==> src/rtl/axi4_mult_slave.sv <==
// rtl/axi4_mult_slave.sv - AXI4-style slave: byte-beat operand writes, shift-add multiply, burst readback
//
// Ports:
//   clk, _rst                 clock; asynchronous active-low reset
//   aw*/w*/b*                 operand write channel (awaddr 0 = a, 1 = b), byte beats LSB first
//   ar*/r*                    result read channel (araddr 0 = low half, 1 = high half), byte beats LSB first
//   res                       current 2*SZ-bit product register
//   busy                      multiplier running
//   done                      one-cycle pulse when res updates
module axi4_mult_slave #(
    parameter int SZ  = 32,
    parameter int ASZ = 2,
    parameter int DSZ = 8
) (
    input  logic            clk,
    input  logic            _rst,
    input  logic [ASZ-1:0]  awaddr,
    input  logic            awvalid,
    output logic            awready,
    input  logic [DSZ-1:0]  wdata,
    input  logic            wvalid,
    output logic            wready,
    input  logic            wlast,
    output logic            bresp,
    output logic            bvalid,
    input  logic            bready,
    input  logic [ASZ-1:0]  araddr,
    input  logic            arvalid,
    output logic            arready,
    output logic [DSZ-1:0]  rdata,
    output logic            rvalid,
    input  logic            rready,
    output logic            rlast,
    output logic            rresp,
    output logic [2*SZ-1:0] res,
    output logic            busy,
    output logic            done
);
    localparam int BEATS = SZ / DSZ;
    localparam int LW    = (BEATS > 1) ? $clog2(BEATS) : 1;
    // One extra count so beats past the operand width can be detected.
    localparam int CW    = $clog2(BEATS + 1);
    localparam int MW    = (SZ > 1) ? $clog2(SZ) : 1;

    typedef enum logic [1:0] {W_ADDR, W_DATA, W_RESP} w_state_t;
    typedef enum logic       {M_IDLE, M_RUN}          m_state_t;
    typedef enum logic       {R_ADDR, R_DATA}         r_state_t;

    w_state_t        w_state, w_next;
    m_state_t        m_state, m_next;
    r_state_t        r_state, r_next;

    logic [ASZ-1:0]  w_addr;
    logic [CW-1:0]   w_cnt;
    logic            w_err, bresp_q;
    logic [SZ-1:0]   a_q, b_q;
    logic            a_vld, b_vld;
    logic            w_fire, w_addr_ok, w_beat_ok, w_ok_now;
    logic [LW-1:0]   w_lane;

    logic            m_start;
    logic [MW-1:0]   m_cnt;
    logic [2*SZ-1:0] m_cand, m_acc, m_sum;
    logic [SZ-1:0]   m_plier;

    logic            r_live, r_err;
    logic [LW-1:0]   r_cnt;
    logic [SZ-1:0]   r_buf;

    // ---------------- write path ----------------
    assign w_fire    = (w_state == W_DATA) & wvalid;
    assign w_addr_ok = (w_addr == ASZ'(0)) || (w_addr == ASZ'(1));
    assign w_beat_ok = (w_cnt < CW'(BEATS));
    assign w_lane    = w_cnt[LW-1:0];
    // Response status must include the error status of the wlast beat itself.
    assign w_ok_now  = ~w_err & w_addr_ok & w_beat_ok;

    always_ff @(posedge clk or negedge _rst) begin
        if (!_rst) w_state <= W_ADDR;
        else       w_state <= w_next;
    end

    always_comb begin
        w_next  = w_state;
        awready = 1'b0;
        wready  = 1'b0;
        bvalid  = 1'b0;
        bresp   = 1'b0;
        case (w_state)
            W_ADDR: begin
                awready = 1'b1;
                if (awvalid) w_next = W_DATA;
            end
            W_DATA: begin
                wready = 1'b1;
                if (wvalid && wlast) w_next = W_RESP;
            end
            W_RESP: begin
                bvalid = 1'b1;
                bresp  = bresp_q;
                if (bready) w_next = W_ADDR;
            end
            default: w_next = W_ADDR;
        endcase
    end

    always_ff @(posedge clk or negedge _rst) begin
        if (!_rst) begin
            w_addr  <= '0;
            w_cnt   <= '0;
            w_err   <= 1'b0;
            bresp_q <= 1'b0;
            a_q     <= '0;
            b_q     <= '0;
            a_vld   <= 1'b0;
            b_vld   <= 1'b0;
        end else begin
            // Clear first so a burst completing on the start edge re-arms the flag.
            if (m_start) begin
                a_vld <= 1'b0;
                b_vld <= 1'b0;
            end
            if (w_state == W_ADDR && awvalid) begin
                w_addr <= awaddr;
                w_cnt  <= '0;
                w_err  <= 1'b0;
            end
            if (w_fire) begin
                if (w_addr_ok && w_beat_ok) begin
                    if (w_addr == ASZ'(0)) a_q[w_lane*DSZ +: DSZ] <= wdata;
                    else                   b_q[w_lane*DSZ +: DSZ] <= wdata;
                end else begin
                    w_err <= 1'b1;
                end
                // Saturate so arbitrarily long bursts stay flagged as overrun.
                if (w_beat_ok) w_cnt <= w_cnt + CW'(1);
                if (wlast) begin
                    bresp_q <= w_ok_now;
                    if (w_ok_now) begin
                        if (w_addr == ASZ'(0)) a_vld <= 1'b1;
                        else                   b_vld <= 1'b1;
                    end
                end
            end
        end
    end

    // ---------------- multiplier ----------------
    assign m_start = (m_state == M_IDLE) & a_vld & b_vld;
    assign m_sum   = m_acc + (m_plier[0] ? m_cand : '0);

    always_ff @(posedge clk or negedge _rst) begin
        if (!_rst) m_state <= M_IDLE;
        else       m_state <= m_next;
    end

    always_comb begin
        m_next = m_state;
        busy   = 1'b0;
        case (m_state)
            M_IDLE: if (a_vld && b_vld) m_next = M_RUN;
            M_RUN: begin
                busy = 1'b1;
                if (m_cnt == MW'(SZ - 1)) m_next = M_IDLE;
            end
            default: m_next = M_IDLE;
        endcase
    end

    always_ff @(posedge clk or negedge _rst) begin
        if (!_rst) begin
            m_cnt   <= '0;
            m_cand  <= '0;
            m_acc   <= '0;
            m_plier <= '0;
            res     <= '0;
            done    <= 1'b0;
        end else begin
            done <= 1'b0;
            if (m_start) begin
                m_cand  <= {{SZ{1'b0}}, a_q};
                m_plier <= b_q;
                m_acc   <= '0;
                m_cnt   <= '0;
            end else if (m_state == M_RUN) begin
                m_acc   <= m_sum;
                m_cand  <= m_cand << 1;
                m_plier <= m_plier >> 1;
                m_cnt   <= m_cnt + MW'(1);
                if (m_cnt == MW'(SZ - 1)) begin
                    res  <= m_sum;
                    done <= 1'b1;
                end
            end
        end
    end

    // ---------------- read path ----------------
    always_ff @(posedge clk or negedge _rst) begin
        if (!_rst) r_state <= R_ADDR;
        else       r_state <= r_next;
    end

    always_comb begin
        r_next  = r_state;
        arready = 1'b0;
        rvalid  = 1'b0;
        rlast   = 1'b0;
        rresp   = 1'b0;
        rdata   = '0;
        case (r_state)
            R_ADDR: begin
                // Held off while busy so a read never sees a half-updated result.
                arready = r_live & ~busy;
                if (arvalid && arready) r_next = R_DATA;
            end
            R_DATA: begin
                rvalid = 1'b1;
                rresp  = ~r_err;
                rlast  = r_err | (r_cnt == LW'(BEATS - 1));
                if (!r_err) rdata = r_buf[r_cnt*DSZ +: DSZ];
                if (rready && rlast) r_next = R_ADDR;
            end
            default: r_next = R_ADDR;
        endcase
    end

    always_ff @(posedge clk or negedge _rst) begin
        if (!_rst) begin
            r_live <= 1'b0;
            r_err  <= 1'b0;
            r_cnt  <= '0;
            r_buf  <= '0;
        end else begin
            // Keeps arready low while in reset and on the first edge out of it.
            r_live <= 1'b1;
            if (r_state == R_ADDR && arvalid && arready) begin
                r_err <= ~((araddr == ASZ'(0)) || (araddr == ASZ'(1)));
                r_cnt <= '0;
                r_buf <= araddr[0] ? res[2*SZ-1:SZ] : res[SZ-1:0];
            end else if (r_state == R_DATA && rready && !rlast) begin
                r_cnt <= r_cnt + LW'(1);
            end
        end
    end
endmodule

==> config.mk <==
export PLATFORM = sky130hd
export DESIGN_NAME = axi4_mult_slave
export DESIGN_NICKNAME = d
export VERILOG_FILES = /design/src/rtl/axi4_mult_slave.sv
export SDC_FILE = /design/constraint.sdc
export NUM_CORES = 1
export LEC_CHECK = 0
export CORE_ASPECT_RATIO = 1.25
export CORE_MARGIN = 2
export CORE_UTILIZATION = 25
export DETAILED_ROUTE_END_ITERATION = 10
export GPL_ROUTABILITY_DRIVEN = 0
export GPL_TIMING_DRIVEN = 0
export PLACE_DENSITY = 0.36
export SETUP_SLACK_MARGIN = 0.5
export SYNTH_ARGS = -nofsm -noshare
export SYNTH_HDL_FRONTEND = slang
export SYNTH_SLANG_ARGS = --single-unit
==> constraint.sdc <==
create_clock -name clk -period 6.3 [get_ports clk]
set_input_delay 0.63 -clock clk [delete_from_list [all_inputs] [get_ports clk]]
set_output_delay 0.63 -clock clk [all_outputs]
set_load 0.02 [all_outputs]
==> results of run 1 <==
[layout by cell type, fill, tap and decap left out, drive strengths merged, types with 4 or more instances in the layout]
master	synthesis	layout
clkinv	1	9
nand4	26	26
a22o	31	31
clkdlybuf4s50	0	99
o21a	13	13
and3	12	12
buf	20	24
dfrtp	343	343
nand2b	5	5
mux4	8	8
o211ai	6	6
nor2	89	89
a211oi	5	5
a21oi	113	113
nand3	18	18
ha	71	71
a22oi	63	63
a31oi	12	12
nor3b	4	4
o31ai	7	7
o21ai	185	185
inv	20	21
xnor2	36	36
mux2	54	54
a21o	44	44
nor3	14	14
clkbuf	100	160
o21bai	13	13
nor2b	10	10
and2	69	69
mux2i	34	34
or2	4	4
xor2	25	25
nand2	461	461
[worst min-delay path by stage]
stage / cells after the start / end / start
6_report: 2 / bresp_q / bresp_q
5_1_grt: 2 / m_plier[17] / m_plier[17]
4_1_cts: 2 / r_state / _rst
2_1_floorplan: 0 / a_q[0] / _rst
3_5_place_dp: 2 / m_plier[25] / m_plier[25]
3_3_place_gp: 2 / m_plier[20] / m_plier[20]
[power by group]
group	total (W)	switching (W)	leakage (nW)	internal (W)
logic	0.00165	0.00113	4.73	0.000517
clock network	0.00243	0.00100	0.658	0.00143
registers	0.00280	0.000249	4.68	0.00255
total	0.00688	0.00238	10.1	0.00450
[timing repair]
| action | 4_1_cts | 5_1_grt |
|---|---|---|
| hold buffers | 1 | 0 |
| endpoints found under the setup margin | 0 | 0 |
| hold endpoints to repair | 27 | 0 |
[routing by layer]
layer | global-route usage | wire length (um) | up-vias
met5 | 0 | 0 | -
met4 | 0.0531 | 1970 | 0
met3 | 0.0236 | 2030 | 81
met2 | 0.314 | 33300 | 264
met1 | 0.223 | 28900 | 7179
li1 | - | - | 7140
[state kept, by name, summed over array words and instances (netlist names), 2 cells and up]
register,cells
r_cnt,2
m_plier,32
res,64
m_acc,64
a_q,32
w_cnt,3
w_state,2
m_cnt,5
w_addr,2
b_q,32
r_buf,32
m_cand,64
[worst max-delay path, cell delays in order (launching register included)]
cell and delay, ps:
dfrtp_1 370, clkbuf_1 350, clkbuf_1 320, and2_1 280, ha_1 260, fa_1 410, a21oi_1 230, o21ai_0 160
a21o_1 250, a211oi_2 650, nor3_2 150, a2111oi_4 510, o41a_4 260, o21bai_2 70, xnor2_1 690, o22ai_1 180
[final cells by class]
cell class              instances  area, um2
inverters                      21       78.8
plain buffers                 121        567
well taps                     952       1190
clock inverters                12        139
clock buffers                  60       1190
multi-input cells            1473       8990
fillers                      7698      50300
repair buffers                104       1100
flip-flops and latches        343       8580
[cells by family (layout without fill, tap and decap cells)]
group           Yosys count  after routing  share of synthesized area
simple gates            725            725                      0.173
compound gates          518            518                      0.179
flops                   343            343                      0.471
buf+inv                 142            318                     0.0354
mux                      96             96                     0.0622
fa+ha+maj                72             72                     0.0499
xor+xnor                 61             61                     0.0293
other cells               1              1                   0.000206
[metrics by stage]
stage / total power, W / hold slack (ps) / util
after floorplan: 0.00375 / 334 / -
after global placement: 0.00452 / 463 / 0.283
after detailed placement: 0.00454 / 463 / 0.284
after CTS: 0.00702 / 478 / 0.303
after global routing: 0.00729 / 494 / 0.303
final: 0.00688 / 470 / 0.303
==> impl_metrics.toml, run 1 <==
[grt]
grt_max_degree = 110
grt_pass1_vias = 15300
globalRouteOverflowTotal = 0
grt_usage = 0.177
grt_antenna_before_repair = 0
grt_pass1_wl_um = 100000

[synth]
synth_top_area_share = 0.471
yosys_warnings = 0
synth_area_leaders = "dfrtp_1 (47%), nand2_1 (9.5%), o21ai_0 (5.0%)"
synthArstFlopShare = 1.00
ys_ff_latch = 343
synth_ff_type = "dfrtp_1"
synth_area_um2 = 18200
synth_cell_type_count = 74
synth_edf_count = 0
synthTopCellsByCount = "nand2_1 (461), dfrtp_1 (343), o21ai_0 (183)"
syn_inst = 1958
ys_seq_area_frac = 0.471
yosysMostFrequentCell = "nand2_1"
synthesis.area_per_instance_um2 = 9.30
synth_top_cell_by_area = "dfrtp_1"
synthesis.nets = 2050

[detailed_routing]
drc_errors = 0
viasPerCell = 4.75
drtIter0Drc = 773
routedWlPerCell_um = 21.4
num_vias = 14700
ant_nets = 0
drt_wl_total_um = 66200
dr.pass1.iters = 7

[power]
leakage_nw = 10.1
vdd_ir_drop_max_v = 0.000211
powerDensity_nw_per_um2 = 315

[place]
io_buffer_count = 100
placed_cells = 3013
dp_slack_ps = 975
place_area_um2 = 20500
hpwlAfterDp_um = 51100

[timing]
hold_viol = 0
rsz0062_at_grt = "no"
relSlewSlack = 0.166
worst_pin_slew_ps = 1250
period_minus_slack_ps = 5310
final_max_slew_viol_count = 0
skew_ps = 16.8
fin_tns_setup_ps = 0
period_share = 0.842
fmax_mhz = 188
setup_viol = 0
worst_slack_ps = 994

[critical_path]
worstPathMaxFanout = 10
r2r_end = "m_acc[60]"
r2r_start = "m_plier[0]"
crit_type = "flop to flop"
r2r_cells = 15
ff2ff_setup_slack_ps = 990
start_kind = "flop"
cp.arrival_ps = 5700
critPathRequiredTime_ps = 6700
crit_path_end_kind = "flop"
crit_end = "m_acc[60]"
crit_start = "m_plier[0]"

[floorplan]
io_pins = 102
die_h_um = 306
start_util = 0.253
core_area_um2 = 72100
rows = 110
die_w_um = 245
dieArea_um2 = 75000

[clock_tree]
clockBufferDepth = 3
cts_buffers = 42
cts_setup_buffers = 0
clock_latency_ps = 570
clkSinkCount = 343
cts_tree = "yes"
clk_pin_slew_ps = 60
cts-root-buf = "clkbuf_16"
htree_levels = 2
ctsResizeCount = 0

[finish]
finish.instance_area_um2 = 21800
nets = 2198
area_growth_pct = 19.9
drive_gt1_frac = 0.0764
layoutNonFillerInstCount = 3086
antenna_cells = 0

[flow_run]
cap_violations = 0

[run_status]
status = "finished, final reports clean"

[worst_hold_path]
worstHoldPathType = "flop to flop"
Power figures use the tool's default switching activity.
==> run 2, diff against run 1 <==
Settings changed: PLACE_DENSITY 0.36 to 0.37.
Clock period 6.3 ns to 4.5 ns, I/O delays scaled along.
==> run 2 against run 1 <==
Against the previous run:
- register-to-register slack worse by 410 ps
- sequential power is 40% higher
- combinational power is 42% higher
- fmax is 35% higher
- non-clock buffer count is 11 higher
- power is 40% higher
- final area is 2.2% higher
==> impl_metrics.toml, run 2 (synthesized netlist as in run 1, its figures left out) <==
[run_status]
status = "finished, final reports clean"

[critical_path]
critPathRequiredTime_ps = 4980
crit_buf_inv = 4
critPathTopFamily = "compound AO/OA/AOI/OAI gates"
cp.arrival_ps = 4390
worstPathMaxFanout = 10
crit_type = "flop to flop"
start_kind = "flop"
crit_path_end_kind = "flop"
crit_chain = "clkbuf_8, clkbuf_4, and2_2, ha_2, fa_2, a21oi_2, o21ai_1, a21o_1, a211oi_4, buf_6, buf_4, o31ai_2, a21o_1, a21oi_2, o21ai_1, xor2_1, mux2_2"
r2r_cells = 17
cp_slowest_cell = "dfrtp_1"
slowest_delay_ps = 390
cp_num_cells = 17

[grt]
grt_pass1_vias = 15500
grt_usage = 0.178
grt_max_degree = 109
grt_antenna_before_repair = 0
grt_pass1_wl_um = 101000
globalRouteOverflowTotal = 0

[timing]
worst_slack_ps = 582
period_minus_slack_ps = 3920
fin_tns_setup_ps = 0
fmax_mhz = 255
period_share = 0.871
hold_viol = 0
skew_ps = 30.9
relSlewSlack = 0.153
hold_ws_ps = 389
worst_pin_slew_ps = 1270
setup_viol = 0
final_max_slew_viol_count = 0
rsz0062_at_grt = "no"

[finish]
area_growth_pct = 22.5
reg.largest.list = "m_acc: 64 flops, m_cand: 64 flops, res: 64 flops"
antenna_cells = 0
drive_gt1_frac = 0.107
nets = 2210
layout_commonest_cell = "nand2_1"
layoutNonFillerInstCount = 3099
layout_common_cells = "nand2_1 (461), dfrtp_1 (343), o21ai_0 (175)"

[floorplan]
die_h_um = 306
die_w_um = 245
core_area_um2 = 72100
io_pins = 102
dieArea_um2 = 75000
rows = 110
start_util = 0.253

[clock_tree]
clk_pin_slew_ps = 60
cts_tree = "yes"
htree_levels = 2
clockBufferDepth = 3
cts-root-buf = "clkbuf_16"
cts_buffers = 43
clkSinkCount = 343
clock_latency_ps = 600

[power]
vdd_ir_drop_max_v = 0.000245
powerDensity_nw_per_um2 = 432
finalPower_w = 0.00964
leakage_nw = 10.3

[detailed_routing]
drc_errors = 0
viasPerCell = 4.80
dr.pass1.iters = 5
routedWlPerCell_um = 21.4
num_vias = 14900
drt_wl_total_um = 66200
drtIter0Drc = 840
ant_nets = 0

[flow_run]
cap_violations = 0

[place]
dp_slack_ps = -703
hpwlAfterDp_um = 50700
placed_cells = 3013
io_buffer_count = 100

[worst_hold_path]
worstHoldPathType = "input pin to flop"
worstHoldPathCells = 3
## run 2: worst paths after layout
| check | from | end | slack [ps] |
|---|---|---|---|
| worst max-delay path | m_plier[0] | res[36] | 580 |
| worst min-delay path | araddr[0] | r_buf[0] | 390 |
| worst max register to register | m_plier[0] | res[36] | 580 |
| worst min register to register | bresp_q | bresp_q | 470 |
| max in group asynchronous | _rst | b_q[29] | 2700 |
| min in group asynchronous | _rst | r_state | 400 |
## run 2: stage by stage
stage / cell area, um2 / utilization
floorplan: 18200 / -
global placement: 20400 / 0.283
detailed placement: 20500 / 0.284
CTS: 22100 / 0.307
global route: 22300 / 0.309
finish: 22300 / 0.309
## run 2: timing repair
item	CTS	global route
gates resized for setup	53	35
endpoints found under the setup margin	165	60
pin swaps	8	10
hold endpoints to repair	64	0
setup buffers	6	5
hold buffers	1	0
## run 2: metal layers
layer  part of all wire  GRT usage  up-vias
met5                  0          0        -
met4              0.032     0.0600        0
met3              0.036     0.0240       90
met2               0.50      0.312      282
met1               0.43      0.224     7356
li1                   -          -     7153
## run 2: report_power, final
part | leakage [nW] | switching [W] | internal, W | total (W)
combinational | 4.93 | 0.00159 | 0.000743 | 0.00234
sequential | 4.68 | 0.000341 | 0.00357 | 0.00392
clock | 0.653 | 0.00146 | 0.00193 | 0.00339
total | 10.3 | 0.00340 | 0.00624 | 0.00964
## run 2: layout make-up
type,instances,area [um2]
inverter,21,80.1
sequential,343,8580
multi-input combinational,1473,9310
tap,952,1190
clock buffer,61,1200
buffer,121,586
clock inverter,13,136
fill,7652,49800
timing repair buffer,115,1220
## run 2: tightest hold or removal path: cells and delay by family
kind | cells | cell delay [ps]
buf+inv | 1 | 210
mux | 1 | 200
compound gates | 1 | 80
==> run 3, diff against run 2 <==
Settings changed: CORE_MARGIN 2 to 4, PLACE_DENSITY 0.37 to 0.36.
Clock period 4.5 ns to 4.9 ns, I/O delays scaled along.
==> run 3 against run 2 <==
Against the previous run:
- critical path depth up 1
- fmax down 8.4%
- utilization down 0.23 points
- clock skew down 7.1 ps
- via count down 0.43%
- sequential power down 8.2%
- worst hold slack better by 25 ps
- non-clock buffer count down 7
- count of clock-buffer cells in the layout up 7
- combinational power down 8%
- largest power group unchanged
==> impl_metrics.toml, run 3 (synthesized netlist as in run 1, its figures left out) <==
[run_status]
status = "finished, final reports clean"

[clock_tree]
htree_levels = 2
clk_pin_slew_ps = 60
cts_tree = "yes"
cts-root-buf = "clkbuf_16"
cts_buffers = 44
clkSinkCount = 343
clock_latency_ps = 580
clockBufferDepth = 3

[power]
finalPower_w = 0.00902
vdd_ir_drop_max_v = 0.000225
powerDensity_nw_per_um2 = 407
leakage_nw = 10.2

[grt]
grt_pass1_vias = 15400
grt_pass1_wl_um = 102000
use_met3 = 0.0226
grt.busiest_layer = "met2"
grt_max_degree = 109
use_met2 = 0.307
grt_antenna_before_repair = 0
grt_usage = 0.171
grt_use_met1 = 0.216
globalRouteOverflowTotal = 0

[critical_path]
start_kind = "flop"
crit_type = "flop to flop"
ff2ff_setup_slack_ps = 620
cp.arrival_ps = 4730
crit_start = "m_plier[0]"
critPathRequiredTime_ps = 5350
crit_path_end_kind = "flop"
crit_end = "res[36]"
r2r_end = "res[36]"
r2r_cells = 18
worstPathMaxFanout = 10
r2r_start = "m_plier[0]"

[timing]
final_max_slew_viol_count = 0
skew_ps = 23.8
fin_tns_setup_ps = 0
hold_viol = 0
fmax_mhz = 234
worst_pin_slew_ps = 1240
period_share = 0.873
rsz0062_at_grt = "yes"
period_minus_slack_ps = 4280
relSlewSlack = 0.174
setup_viol = 0

[finish]
layout_commonest_cell = "nand2_1"
layout_common_cells = "nand2_1 (461), dfrtp_1 (343), o21ai_0 (181)"
fillers = 7695
area_growth_pct = 21.6
nets = 2204
antenna_cells = 0
drive_gt1_frac = 0.0924
reg.largest.list = "m_acc: 64 flops, m_cand: 64 flops, res: 64 flops"
layoutNonFillerInstCount = 3094
fin_util = 0.307

[detailed_routing]
ant_nets = 0
num_vias = 14800
dr.pass1.iters = 5
drtIter0Drc = 792
viasPerCell = 4.79
routedWlPerCell_um = 21.6
drc_errors = 0
drt_wl_total_um = 66800

[place]
placed_cells = 3013
io_buffer_count = 100
hpwlAfterDp_um = 51300

[floorplan]
core_area_um2 = 72100
die_w_um = 249
start_util = 0.253
dieArea_um2 = 77300
io_pins = 102
die_h_um = 310
rows = 110

[worst_hold_path]
worstHoldPathType = "input pin to asynchronous set/reset pin"

[flow_run]
cap_violations = 0
==> run 3: worst min-delay path by stage <==
stage | from | to | slack, ps | depth (start not counted)
6_report | _rst | r_cnt[0] | 410 | 2
5_1_grt | araddr[0] | r_buf[0] | 430 | 3
4_1_cts | _rst | r_state | 410 | 2
3_5_place_dp | _rst | r_state | 440 | 1
3_3_place_gp | m_plier[2] | m_plier[2] | 460 | 2
2_1_floorplan | _rst | a_q[0] | 190 | 0
==> run 3: layer usage <==
| layer | part of all wire | vias to the layer above |
|---|---|---|
| met5 | 0 | - |
| met4 | 0.027 | 0 |
| met3 | 0.032 | 68 |
| met2 | 0.50 | 253 |
| met1 | 0.44 | 7323 |
| li1 | - | 7173 |
==> run 3: stage by stage <==
stage	setup WS (ps)	cell area (um2)	hold slack, ps
global route	483	22100	430
detailed placement	-344	20500	438
CTS	524	22100	412
floorplan	1400	18200	194
finish	622	22100	414
global placement	-13170	20400	458
==> run 3: cell type report <==
class,instances,area [um2],share of cell area
Multi-Input combinational cell,1473,9140,0.413
Sequential cell,343,8580,0.388
Clock buffer,68,1340,0.0607
Tap cell,952,1190,0.0538
Timing Repair Buffer,108,1130,0.0510
Buffer,121,576,0.0260
Clock inverter,8,104,0.00469
Inverter,21,82.6,0.00373
==> run 3: repair_timing <==
| action | 4_1_cts | 5_1_grt |
|---|---|---|
| setup buffers | 2 | 2 |
| setup endpoints to repair | 111 | 37 |
| endpoints found under the hold margin | 51 | 0 |
| gates resized for setup | 22 | 14 |
| hold buffers | 1 | 0 |
| pin swaps | 2 | 5 |
==> run 3: power breakdown <==
| group | switching, W | internal [W] | leakage [nW] | total, W |
|---|---|---|---|---|
| combinational | 0.00147 | 0.000672 | 4.82 | 0.00215 |
| clock | 0.00129 | 0.00198 | 0.710 | 0.00327 |
| sequential | 0.000317 | 0.00328 | 4.68 | 0.00360 |
| total | 0.00308 | 0.00594 | 10.2 | 0.00902 |
==> run 3: worst max-delay path, stage by stage (launching register included) <==
cell	delay (ps)
dfrtp_1	370
clkbuf_4	230
buf_2	220
and2_1	230
ha_1	250
fa_1	430
a21oi_2	170
o21ai_0	130
a21o_1	260
a211oi_4	230
buf_4	180
buf_4	160
o31ai_2	80
a21o_1	250
a21oi_2	190
o21ai_0	140
xor2_1	190
buf_4	160
mux2_2	260
